**config.mk**
```make
export PLATFORM = sky130hd
export DESIGN_NAME = multi_level_delay
export DESIGN_NICKNAME = d
export VERILOG_FILES = /design/src/rtl/level_delay_pkg.sv /design/src/rtl/level_delay_chan.sv /design/src/rtl/multi_level_delay.sv
export SDC_FILE = /design/constraint.sdc
export NUM_CORES = 1
export LEC_CHECK = 0
export CAP_MARGIN = 0
export CORE_MARGIN = 3
export CORE_UTILIZATION = 60
export CTS_CLUSTER_DIAMETER = 150
export DETAILED_ROUTE_END_ITERATION = 8
export HOLD_SLACK_MARGIN = 0.06
export PLACE_DENSITY = 0.85
export SYNTH_ARGS = -nofsm -noshare
export SYNTH_HDL_FRONTEND = slang
export SYNTH_SLANG_ARGS = --single-unit
```
**constraint.sdc**
```tcl
create_clock -name clk_core -period 11.9 [get_ports clk_core]
set_input_delay 1.19 -clock clk_core [delete_from_list [all_inputs] [get_ports clk_core]]
set_output_delay 1.19 -clock clk_core [all_outputs]
set_load 0.01 [all_outputs]
```
**src/rtl/level_delay_pkg.sv**
```systemverilog
// Shared types and defaults for the multi-channel level enable delay.
package level_delay_pkg;

    localparam int LD_CNT_W = 16;

    typedef enum logic [1:0] {LD_IDLE, LD_RISE, LD_ON, LD_FALL} ld_state_e;

endpackage

```
**src/rtl/level_delay_chan.sv**
```systemverilog
// One channel: delays the rising edge of enable by D cycles and, optionally,
// the falling edge by E cycles (glitch filter / stretcher).
module level_delay_chan
    import level_delay_pkg::*;
#(
    parameter int CNT_W       = LD_CNT_W,
    parameter bit DEASSERT_EN = 1'b1
) (
    input  logic             clk_core,
    input  logic             rst_core,
    input  logic             enable,
    input  logic [CNT_W-1:0] assert_dly,
    input  logic [CNT_W-1:0] deassert_dly,
    output logic             delayed_en,
    output logic             rise_pulse,
    output logic             fall_pulse,
    output logic             busy
);

    ld_state_e        state, state_nxt;
    logic [CNT_W-1:0] cnt, cnt_nxt;
    logic [CNT_W-1:0] lat, lat_nxt;
    logic [CNT_W-1:0] lat_m1;
    logic             rise_nxt, fall_nxt;
    logic [CNT_W-1:0] fall_dly;

    // Only meaningful in RISE/FALL, where the latched delay is at least 1.
    assign lat_m1   = (lat != '0) ? lat - CNT_W'(1) : '0;
    assign fall_dly = DEASSERT_EN ? deassert_dly : '0;

    always_ff @(posedge clk_core or posedge rst_core) begin
        if (rst_core) begin
            state      <= LD_IDLE;
            cnt        <= '0;
            lat        <= '0;
            rise_pulse <= 1'b0;
            fall_pulse <= 1'b0;
        end else begin
            state      <= state_nxt;
            cnt        <= cnt_nxt;
            lat        <= lat_nxt;
            rise_pulse <= rise_nxt;
            fall_pulse <= fall_nxt;
        end
    end

    always_comb begin
        state_nxt = state;
        cnt_nxt   = cnt;
        lat_nxt   = lat;
        rise_nxt  = 1'b0;
        fall_nxt  = 1'b0;
        unique case (state)
            LD_IDLE: begin
                if (enable) begin
                    lat_nxt = assert_dly;
                    cnt_nxt = '0;
                    if (assert_dly == '0) begin
                        state_nxt = LD_ON;
                        rise_nxt  = 1'b1;
                    end else begin
                        state_nxt = LD_RISE;
                    end
                end
            end
            LD_RISE: begin
                if (!enable) begin
                    state_nxt = LD_IDLE;
                    cnt_nxt   = '0;
                end else if (cnt == lat_m1) begin
                    state_nxt = LD_ON;
                    rise_nxt  = 1'b1;
                end else begin
                    cnt_nxt = cnt + CNT_W'(1);
                end
            end
            LD_ON: begin
                if (!enable) begin
                    if (fall_dly == '0) begin
                        state_nxt = LD_IDLE;
                        fall_nxt  = 1'b1;
                    end else begin
                        lat_nxt   = fall_dly;
                        cnt_nxt   = '0;
                        state_nxt = LD_FALL;
                    end
                end
            end
            LD_FALL: begin
                // A re-assert during the count cancels the fall; output never drops.
                if (enable) begin
                    state_nxt = LD_ON;
                    cnt_nxt   = '0;
                end else if (cnt == lat_m1) begin
                    state_nxt = LD_IDLE;
                    fall_nxt  = 1'b1;
                end else begin
                    cnt_nxt = cnt + CNT_W'(1);
                end
            end
            default: state_nxt = LD_IDLE;
        endcase
    end

    assign delayed_en = (state == LD_ON) || (state == LD_FALL);
    assign busy       = (state == LD_RISE) || (state == LD_FALL);

endmodule

```
**src/rtl/multi_level_delay.sv**
```systemverilog
// NUM_CH independent level enable delay channels sharing one clock.
module multi_level_delay
    import level_delay_pkg::*;
#(
    parameter int NUM_CH      = 4,
    parameter int CNT_W       = LD_CNT_W,
    parameter bit DEASSERT_EN = 1'b1
) (
    input  logic                    clk_core,
    input  logic                    rst_core,
    input  logic [NUM_CH-1:0]       enable,
    input  logic [NUM_CH*CNT_W-1:0] assert_dly,
    input  logic [NUM_CH*CNT_W-1:0] deassert_dly,
    output logic [NUM_CH-1:0]       delayed_en,
    output logic [NUM_CH-1:0]       rise_pulse,
    output logic [NUM_CH-1:0]       fall_pulse,
    output logic [NUM_CH-1:0]       busy
);

    for (genvar i = 0; i < NUM_CH; i++) begin : g_ch
        level_delay_chan #(
            .CNT_W      (CNT_W),
            .DEASSERT_EN(DEASSERT_EN)
        ) u_chan (
            .clk_core    (clk_core),
            .rst_core    (rst_core),
            .enable      (enable[i]),
            .assert_dly  (assert_dly[i*CNT_W +: CNT_W]),
            .deassert_dly(deassert_dly[i*CNT_W +: CNT_W]),
            .delayed_en  (delayed_en[i]),
            .rise_pulse  (rise_pulse[i]),
            .fall_pulse  (fall_pulse[i]),
            .busy        (busy[i])
        );
    end

endmodule

```
# Yosys cells after proc, flatten, opt, wreduce, memory -nomap -nowiden
# Index checks and enable logic that the tools add are counted.
# Widths: inputs -> output; s select.
# word_totals
reg_bits,144
wordCells,224
# op_classes
add_sub_neg,8
eq_ne,36
mux,120
reduce_logical,40
# op_table
op,count
$mux 16,40
$pmux 16 s4,4
$logic_not 16->1,8
$pmux 16 s2,4
$add 16x1->16 const B,4
$eq 16x16->1,4
$mux 2,32
$reduce_bool 16->1,4
$sub 16x1->16 const B,4
$pmux 2 s4,4
$reduce_and 4->1,8
$mux 1,28
$ne 2x2->1 const B,12
$ne 3x2->1 const B,8
$eq 2x2->1 const B,8
$pmux 1 s2,8
$reduce_and 3->1,4
$eq 2x1->1 const B,4
$logic_not 2->1,4
$logic_or 1x1->1,8
$reduce_bool 2->1,4

# Logic depth before layout (Yosys ltp)
# Gate-level depths: netlist of the first run.
# depth
word_depth,6
mapped_depth,14

# Hierarchy
# Synthesis of the first run repeated with hierarchy kept, for this count alone.
# unflattened
hier_cells,1335
hier_area_um2,11170.7
# by_module_without_submodules
mod,n_inst,cells_each,area_per_inst_um2
level_delay_chan (g_ch[0].u_chan ...),2,325,2752.6
level_delay_chan (g_ch[2].u_chan),1,337,2850.2
level_delay_chan (g_ch[3].u_chan),1,348,2815.2

# Worst setup path before layout of the first run
# No wires, ideal clock.
# synth_timing
path_type,register to register
startpoint,register g_ch[0].u_chan.lat[0]
endpoint,register g_ch[0].u_chan.cnt[0]
setup_ns,0.125
arrival_time_ns,3.143
required_ns,11.775
slack_ns,8.632
path_stages_with_launch,15
synth_period_minus_slack_ns,3.268
cell_sequence,dfrtp_1 inv_1 ha_1 or3b_2 nor3_4 and2_4 buf_8 or3_1 nand4_1 or4_1 nor4_2 buf_6 buf_12 nor2_4 mux2_2
# synth_between
elab_chain_len,6
# synth_lines
element,line_no,source
"start, declared",level_delay_chan.sv:22,"logic [CNT_W-1:0] lat, lat_nxt;"
"start signal, assigned",level_delay_chan.sv:41,lat <= lat_nxt;
$sub 16x1->16 / $reduce_bool 16->1 (equally long branches),level_delay_chan.sv:28,assign lat_m1 = (lat != '0) ? lat - CNT_W'(1) : '0;
$mux 16 *,level_delay_chan.sv:28,
$eq 16x16->1 *,"level_delay_chan.sv:70, level_delay_chan.sv:94",
$mux 16 *,-,
$mux 16 (on tied branches),-,
$pmux 16 s4 *,-,
"end signal, assigned",level_delay_chan.sv:40,cnt <= cnt_nxt;
"end, declared",level_delay_chan.sv:21,"logic [CNT_W-1:0] cnt, cnt_nxt;"
# Mark *: on every way between the ends. The rest lies on a longest branch, timed or not.
# A chain may end at the register's enable or synchronous reset.

# Worst setup path after layout of the first run
# layout_timing
startpoint,register g_ch[2].u_chan.lat[0]
endpoint,register g_ch[2].u_chan.cnt[12]
# layout_between
elab_chain_len,6
# layout_lines
element,line_no
"start, declared",level_delay_chan.sv:22
"start signal, assigned",level_delay_chan.sv:41
$sub 16x1->16 / $reduce_bool 16->1 (equally long branches),level_delay_chan.sv:28
$mux 16 *,level_delay_chan.sv:28
$eq 16x16->1 *,"level_delay_chan.sv:70, level_delay_chan.sv:94"
$mux 16 *,-
$mux 16 (on tied branches),-
$pmux 16 s4 *,-
"end signal, assigned",level_delay_chan.sv:40
"end, declared",level_delay_chan.sv:21
# Marks and branches as above.

==> impl_summary.log, run 1 <==
INFO  metric max-clock-path-buffers = 2
INFO  metric ant_nets = 0
INFO  metric drive_gt1_share = 5.982%
INFO  metric core = 0.01809 mm^2
INFO  metric filler_cell_count = 1316
INFO  metric outcome = finished, final reports clean
INFO  metric cp_slowest_stage_delay = 0.61 ns
INFO  metric cts.clk_slew.worst_paths = 0.07 ns
INFO  metric placementRows = 49
INFO  metric final.hold.worst_slack = 0.5013 ns
INFO  metric slew_headroom = 24.91%
INFO  metric top_level_ports = 150
INFO  metric final_max_slew_viol_count = 0
INFO  metric antenna_cells_inserted = 0
INFO  metric yosysSeqAreaShare = 32.39%
INFO  metric setup.worst_path.end = g_ch[2].u_chan.cnt[12]
INFO  metric worst-path-buf-inv = 1
INFO  metric postCtsHoldBufs = 0
INFO  metric die_w = 142.2 um
INFO  metric clock-skew-final = 0.008875 ns
INFO  metric pwr_density_cell = 197.7 mW/mm^2
INFO  metric design_power_total = 2.582 mW
INFO  metric drt-wirelength-per-cell = 17.57 um
INFO  metric pre_cts_ws = 7.959 ns
INFO  metric peakVddDrop = 0.1597 mV
INFO  metric cts_htree_levels = 4
INFO  metric worst_setup_path_start_kind = flop
INFO  metric report.final.hold_viol_count = 0
INFO  metric crit_chain = inv_1 -> ha_1 -> nor3b_2 -> nand4b_1 -> or2_0 -> o311ai_0 -> o2111a_1 -> nand4_1 -> a41oi_1 -> o21ai_0 -> o31ai_1
INFO  metric cts-resized-gates = 0
INFO  metric mappedNetlistNets = 1488
INFO  metric synth_cells = 1346
INFO  metric grt_antenna_before_repair = 0
INFO  metric first_pass_iters = 8
INFO  metric post_synth.cell_area_avg = 8.265 um^2
INFO  metric via_count_of_the_first_global_routing_pass = 10.07k
INFO  metric cp_slowest_cell = sky130_fd_sc_hd__a41oi_1
INFO  metric cp_num_cells = 11
INFO  metric grt_setup_unrepaired = no
INFO  metric endpoint_kind = flop
INFO  metric clock.fmax = 243.5 MHz
INFO  metric reg2regPathDepth = 11
INFO  metric grt_start_max_net_pins = 79
INFO  metric hpwlAfterDp = 20.88 mm
INFO  metric timing.critical_path.fanout_max = 16
INFO  metric synth_top_area_share = 32.39%
INFO  metric netlist.top_cell.by_area = sky130_fd_sc_hd__dfrtp_1
INFO  metric final_net_count = 1550
INFO  metric finalCriticalPeriod = 4.106 ns
INFO  metric port_buffers = 149
INFO  metric worstMarginPinSlew = 1.118 ns
INFO  metric netlist_top_cells_area = sky130_fd_sc_hd__dfrtp_1 (32%), sky130_fd_sc_hd__mux2i_1 (6.3%), sky130_fd_sc_hd__nand2_1 (4.8%)
INFO  metric start_util = 61.51%
INFO  metric clock_insertion_delay_worst_skew = 0.43 ns
INFO  metric ys_ff_latch = 144
INFO  metric setup.worst_path.start = g_ch[2].u_chan.lat[0]
INFO  metric grt.overflow.total = 0
INFO  metric syn-cell-area = 0.01112 mm^2
INFO  metric leakagePower = 5.014 nW
INFO  metric cts.sinks = 144
INFO  metric initialDrtViolationCount = 1084
INFO  metric number_of_buffers_created_by_cts = 17
INFO  metric post-cts-setup-buffer-count = 0
INFO  metric final_core_utilization = 72.21%
INFO  metric grt_pass1_wl = 48.07 mm
INFO  metric die_area = 0.02021 mm^2
INFO  metric setup_viol = 0
INFO  metric yosys_most_used_dff = sky130_fd_sc_hd__dfrtp_1
INFO  metric drcViolationCount = 0
INFO  metric critPathRequiredTime = 12.23 ns
INFO  metric reg_to_reg_end = g_ch[2].u_chan.cnt[12]
INFO  metric tritoncts = yes
INFO  metric synth_enable_flop_cells = 0
INFO  metric grt.total_usage = 28.35%
INFO  metric worst_ep_arrival_time = 4.43 ns
INFO  metric r2r-start = g_ch[2].u_chan.lat[0]
INFO  metric synth_unique_cells = 92
INFO  metric detail_route.wirelength = 29.00 mm
INFO  metric post-route-worst-setup-slack = 7.794 ns
INFO  metric timing.critical_path.max_delay_family = simple AND/OR/NAND/NOR gates
INFO  metric setup_total_negative_slack = 0 ns
INFO  metric via_count = 10.81k
INFO  metric holdCritPathClass = reg -> reg
INFO  metric fin_crit_sh = 34.50%
INFO  metric ys_async_sr_fraction = 100.0%
INFO  metric setup.reg_to_reg.worst_slack = 7.79 ns
INFO  metric clock_tree.root_cell = sky130_fd_sc_hd__clkbuf_16
INFO  metric detail_route.vias_per_cell = 6.551
INFO  metric area_growth_syn_to_layout = 17.40%
INFO  metric maxCapViolations = 0
INFO  metric yosysWarnings = 0
INFO  metric routabilityCongestion = 0.9189
INFO  metric die_y = 142.2 um
INFO  metric crit_type = reg -> reg
-- sequential cells by signal (all words and copies together), names as in the netlist --
register,flops
g_ch.u_chan.state,8
g_ch.u_chan.cnt,64
g_ch.u_chan.fall_pulse,4
g_ch.u_chan.lat,64
g_ch.u_chan.rise_pulse,4
-- synthesized netlist by cell type, drive strengths merged (27+ instances only) --
library cell / number
a21oi: 54
a31oi: 28
buf: 33
clkbuf: 82
dfrtp: 144
inv: 34
mux2i: 70
nand2: 141
nand3: 54
nand4: 27
nor2: 93
nor3: 34
nor4: 62
o21ai: 93
xnor2: 37
-- cells in the final DEF, fill, tap and decap left out, types with 10 or more instances in the layout --
master	n
sky130_fd_sc_hd__clkbuf_16	17
sky130_fd_sc_hd__o211ai_1	23
sky130_fd_sc_hd__nand2b_1	15
sky130_fd_sc_hd__and2_1	12
sky130_fd_sc_hd__mux2i_1	70
sky130_fd_sc_hd__and3_1	19
sky130_fd_sc_hd__nand2_1	141
sky130_fd_sc_hd__nor3_1	32
sky130_fd_sc_hd__nand4_1	27
sky130_fd_sc_hd__xor2_1	19
sky130_fd_sc_hd__nor2b_1	20
sky130_fd_sc_hd__clkdlybuf4s50_1	149
sky130_fd_sc_hd__o311ai_0	19
sky130_fd_sc_hd__xnor2_1	37
sky130_fd_sc_hd__o31ai_1	10
sky130_fd_sc_hd__or4_1	18
sky130_fd_sc_hd__dfrtp_1	144
sky130_fd_sc_hd__a31oi_1	28
sky130_fd_sc_hd__nor3b_1	10
sky130_fd_sc_hd__a21oi_1	54
sky130_fd_sc_hd__inv_1	33
sky130_fd_sc_hd__or3_1	18
sky130_fd_sc_hd__nand4b_1	10
sky130_fd_sc_hd__nand3_1	54
sky130_fd_sc_hd__nor2_1	91
sky130_fd_sc_hd__o21ai_0	93
sky130_fd_sc_hd__nor4_1	57
-- per-layer routing --
layer  vias to the layer above  track usage (%)  routed length [um]
met1                      5113            39.12               12700
met4                         0            8.081                 544
li1                       5162                -                   -
met2                       477            45.99               13860
met5                         -                0                   0
met3                        57            5.242                1894
-- logic make-up after synthesis --
kind of cell	after synthesis	synth area share, %
compound gates	323	19.33
xor+xnor	61	5.455
simple gates	587	29.07
buf+inv	149	6.141
mux	74	6.703
flops	144	32.39
fa+ha+maj	8	0.8998
-- cell type report --
cell class	instances	area, um^2	share of cell area [%]
Inverter	34	132.6	1.016
Tap cell	229	286.5	2.194
Clock buffer	19	452.9	3.468
Timing Repair Buffer	158	1559	11.94
Sequential cell	144	3603	27.59
Multi-Input combinational cell	1053	6852	52.46
Clock inverter	13	173.9	1.332
-- how the worst min path moves through the flow --
stage | startpoint | to | cells after the start
floorplan | g_ch[1].u_chan.lat[11] | g_ch[1].u_chan.lat[11] | 2
global placement | g_ch[1].u_chan.lat[11] | g_ch[1].u_chan.lat[11] | 2
detailed placement | g_ch[1].u_chan.lat[11] | g_ch[1].u_chan.lat[11] | 2
CTS | g_ch[1].u_chan.lat[11] | g_ch[1].u_chan.lat[11] | 2
global route | g_ch[1].u_chan.lat[11] | g_ch[1].u_chan.lat[11] | 2
finish | g_ch[1].u_chan.lat[11] | g_ch[1].u_chan.lat[11] | 2
-- worst register-to-register path, stage by stage, from the launching register on --
cell and delay (ns):
sky130_fd_sc_hd__dfrtp_1 0.43, sky130_fd_sc_hd__inv_1 0.08, sky130_fd_sc_hd__ha_1 0.18, sky130_fd_sc_hd__nor3b_2 0.45
sky130_fd_sc_hd__nand4b_1 0.39, sky130_fd_sc_hd__or2_0 0.45, sky130_fd_sc_hd__o311ai_0 0.40, sky130_fd_sc_hd__o2111a_1 0.25
sky130_fd_sc_hd__nand4_1 0.50, sky130_fd_sc_hd__a41oi_1 0.61, sky130_fd_sc_hd__o21ai_0 0.16, sky130_fd_sc_hd__o31ai_1 0.09
-- where the power goes --
part / internal, mW / leakage (nW) / total, mW / switching [mW]
combinational: 0.517 / 2.86 / 1.14 / 0.624
clock: 0.345 / 0.298 / 0.573 / 0.228
sequential: 0.625 / 1.86 / 0.868 / 0.243
-- stage by stage --
step	instance area, um^2	cells
3_5_place_dp	12430	1618
6_report	13060	1650
3_3_place_gp	12430	1618
5_1_grt	13060	1650
4_1_cts	13060	1650
2_1_floorplan	11120	1346
(Power assumes the default switching activity.)
==> run 2: changes to the inputs <==
- CORE_UTILIZATION: 60 -> 57
- PLACE_DENSITY: 0.85 -> 0.81
- clock period: 11.9 -> 3.8 ns (I/O delays scaled with it)
==> run 2 against run 1 <==
Final cell count rose by 3.3%; core utilization fell by 1.9 points; first-iteration DRC count fell by 0.92%; clock power rose to 3.3 times the previous value; sequential power rose to 3.1 times the previous value; worst setup slack got worse by 7.5 ns; combinational power rose to 3.2 times the previous value; clock skew rose by 0.0022 ns; global-route usage fell by 1.3 points; flip-flop and latch count did not move; via count fell by 0.13%; largest cell class unchanged; highest routed layer unchanged.
==> impl_summary.log, run 2 (synthesis results as in run 1) <==
INFO  metric regs_by_ff_count = g_ch.u_chan.cnt x64, g_ch.u_chan.lat x64, g_ch.u_chan.state x8
INFO  metric die_area = 0.02123 mm^2
INFO  metric grt_antenna_before_repair = 0
INFO  metric drt-wirelength-per-cell = 17.05 um
INFO  metric cts.sinks = 144
INFO  metric r2r-start = g_ch[1].u_chan.lat[0]
INFO  metric clock_tree.root_cell = sky130_fd_sc_hd__clkbuf_16
INFO  metric core = 0.01896 mm^2
INFO  metric timing.critical_path.fanout_max = 19
INFO  metric pre_cts_ws = 0.2611 ns
INFO  metric worst_setup_path_start_kind = flop
INFO  metric top_level_ports = 150
INFO  metric placementRows = 50
INFO  metric crit_type = reg -> reg
INFO  metric setup.worst_path.end = g_ch[1].u_chan.cnt[2]
INFO  metric peakVddDrop = 0.5121 mV
INFO  metric detail_route.vias_per_cell = 6.331
INFO  metric grt_setup_unrepaired = no
INFO  metric cts.clk_slew.worst_paths = 0.06 ns
INFO  metric tritoncts = yes
INFO  metric cp_num_cells = 12
INFO  metric antenna_cells_inserted = 0
INFO  metric finalCriticalPeriod = 3.510 ns
INFO  metric final_cell_mix = sky130_fd_sc_hd__clkdlybuf4s50_1 (149), sky130_fd_sc_hd__dfrtp_1 (144), sky130_fd_sc_hd__nand2_1 (141), sky130_fd_sc_hd__o21ai_0 (93), sky130_fd_sc_hd__nor2_1 (92)
INFO  metric slew_headroom = 36.41%
INFO  metric max-clock-path-buffers = 2
INFO  metric via_count_of_the_first_global_routing_pass = 10.25k
INFO  metric worst-path-buf-inv = 2
INFO  metric fin_crit_sh = 92.38%
INFO  metric detail_route.wirelength = 29.07 mm
INFO  metric drive_gt1_share = 7.405%
INFO  metric worst_ep_arrival_time = 3.87 ns
INFO  metric drcViolationCount = 0
INFO  metric via_count = 10.80k
INFO  metric post-cts-setup-buffer-count = 0
INFO  metric grt.overflow.total = 0
INFO  metric timing.critical_path.max_delay_family = simple AND/OR/NAND/NOR gates
INFO  metric final_max_slew_viol_count = 0
INFO  metric report.final.hold_viol_count = 0
INFO  metric cp_slowest_cell = sky130_fd_sc_hd__or4b_1
INFO  metric outcome = finished, final reports clean
INFO  metric port_buffers = 149
INFO  metric hpwlAfterDp = 21.28 mm
INFO  metric start_util = 58.69%
INFO  metric reg2regPathDepth = 12
INFO  metric die_w = 145.7 um
INFO  metric routabilityCongestion = 0.9089
INFO  metric clock-skew-final = 0.01108 ns
INFO  metric clock.fmax = 284.9 MHz
INFO  metric setup.worst_path.start = g_ch[1].u_chan.lat[0]
INFO  metric number_of_buffers_created_by_cts = 17
INFO  metric maxCapViolations = 0
INFO  metric leakagePower = 5.153 nW
INFO  metric cp_slowest_stage_delay = 0.50 ns
INFO  metric holdCritPathClass = in -> async
INFO  metric first_pass_iters = 5
INFO  metric grt_start_max_net_pins = 89
INFO  metric critPathRequiredTime = 4.16 ns
INFO  metric clock_insertion_delay_worst_skew = 0.43 ns
INFO  metric crit_chain = inv_1 -> ha_1 -> nor4b_2 -> nand4_1 -> nor2_1 -> nor3_1 -> a2bb2oi_1 -> a21oi_1 -> and4_2 -> buf_4 -> or4b_1 -> nand3_1
INFO  metric ant_nets = 0
INFO  metric setup.reg_to_reg.worst_slack = 0.29 ns
INFO  metric post-route-worst-setup-slack = 0.2897 ns
INFO  metric final_net_count = 1574
INFO  metric area_growth_syn_to_layout = 19.80%
INFO  metric setup_viol = 0
INFO  metric worstMarginPinSlew = 0.9495 ns
INFO  metric initialDrtViolationCount = 1074
INFO  metric final_common_cell = sky130_fd_sc_hd__clkdlybuf4s50_1
INFO  metric grt_pass1_wl = 49.29 mm
INFO  metric die_y = 145.7 um
INFO  metric grt.total_usage = 27.07%
INFO  metric endpoint_kind = flop
INFO  metric reg_to_reg_end = g_ch[1].u_chan.cnt[2]
INFO  metric setup_total_negative_slack = 0 ns
INFO  metric cts_htree_levels = 4
INFO  metric pwr_density_cell = 618.9 mW/mm^2
## run 2: repair_timing
item	CTS	global route
gates resized for setup	0	1
hold buffers	0	0
endpoints found under the setup margin	0	13
## run 2: through the flow
stage / hold slack, ns / total power [mW] / utilization, % / cells / cell area [um^2]
after CTS: 0.3352 / 8.206 / 70.30 / 1705 / 13330
after detailed placement: 0.4811 / 6.300 / 66.86 / 1673 / 12670
final: 0.3190 / 8.247 / 70.30 / 1705 / 13330
after global placement: 0.4808 / 6.185 / 66.86 / 1673 / 12670
after global routing: 0.3791 / 8.842 / 70.30 / 1705 / 13330
after floorplan: 0.4498 / 5.378 / - / 1346 / 11130
## run 2: per-layer routing
metal / vias to the layer above / GRT usage, % / share of wire [%]
met1: 5103 / 38.00 / 45
li1: 5225 / - / -
met5: - / 0 / 0
met4: 0 / 8.500 / 1.9
met2: 418 / 43.45 / 47
met3: 49 / 4.080 / 5.6
## run 2: worst min-delay path by stage
stage | from | endpoint | cells after the start
after floorplan | g_ch[1].u_chan.lat[11] | g_ch[1].u_chan.lat[11] | 2
after global placement | g_ch[1].u_chan.lat[11] | g_ch[1].u_chan.lat[11] | 2
after detailed placement | g_ch[1].u_chan.lat[11] | g_ch[1].u_chan.lat[11] | 2
after CTS | rst_core | g_ch[1].u_chan.lat[6] | 2
after global routing | rst_core | g_ch[1].u_chan.lat[7] | 2
final | rst_core | g_ch[1].u_chan.lat[6] | 2
## run 2: layout make-up
cell class | count | area (um^2)
Sequential cell | 144 | 3603
Multi-Input combinational cell | 1053 | 6850
Inverter | 34 | 131.4
Clock buffer | 20 | 446.7
Fill cell | 1507 | 5629
Tap cell | 260 | 325.3
Clock inverter | 12 | 205.2
Timing Repair Buffer | 182 | 1764
## run 2: power by group
| group | internal, mW | total, mW | switching, mW |
|---|---|---|---|
| clock | 1.19 | 1.88 | 0.692 |
| combinational | 1.69 | 3.65 | 1.96 |
| sequential | 1.96 | 2.72 | 0.761 |
| total | 4.84 | 8.25 | 3.41 |
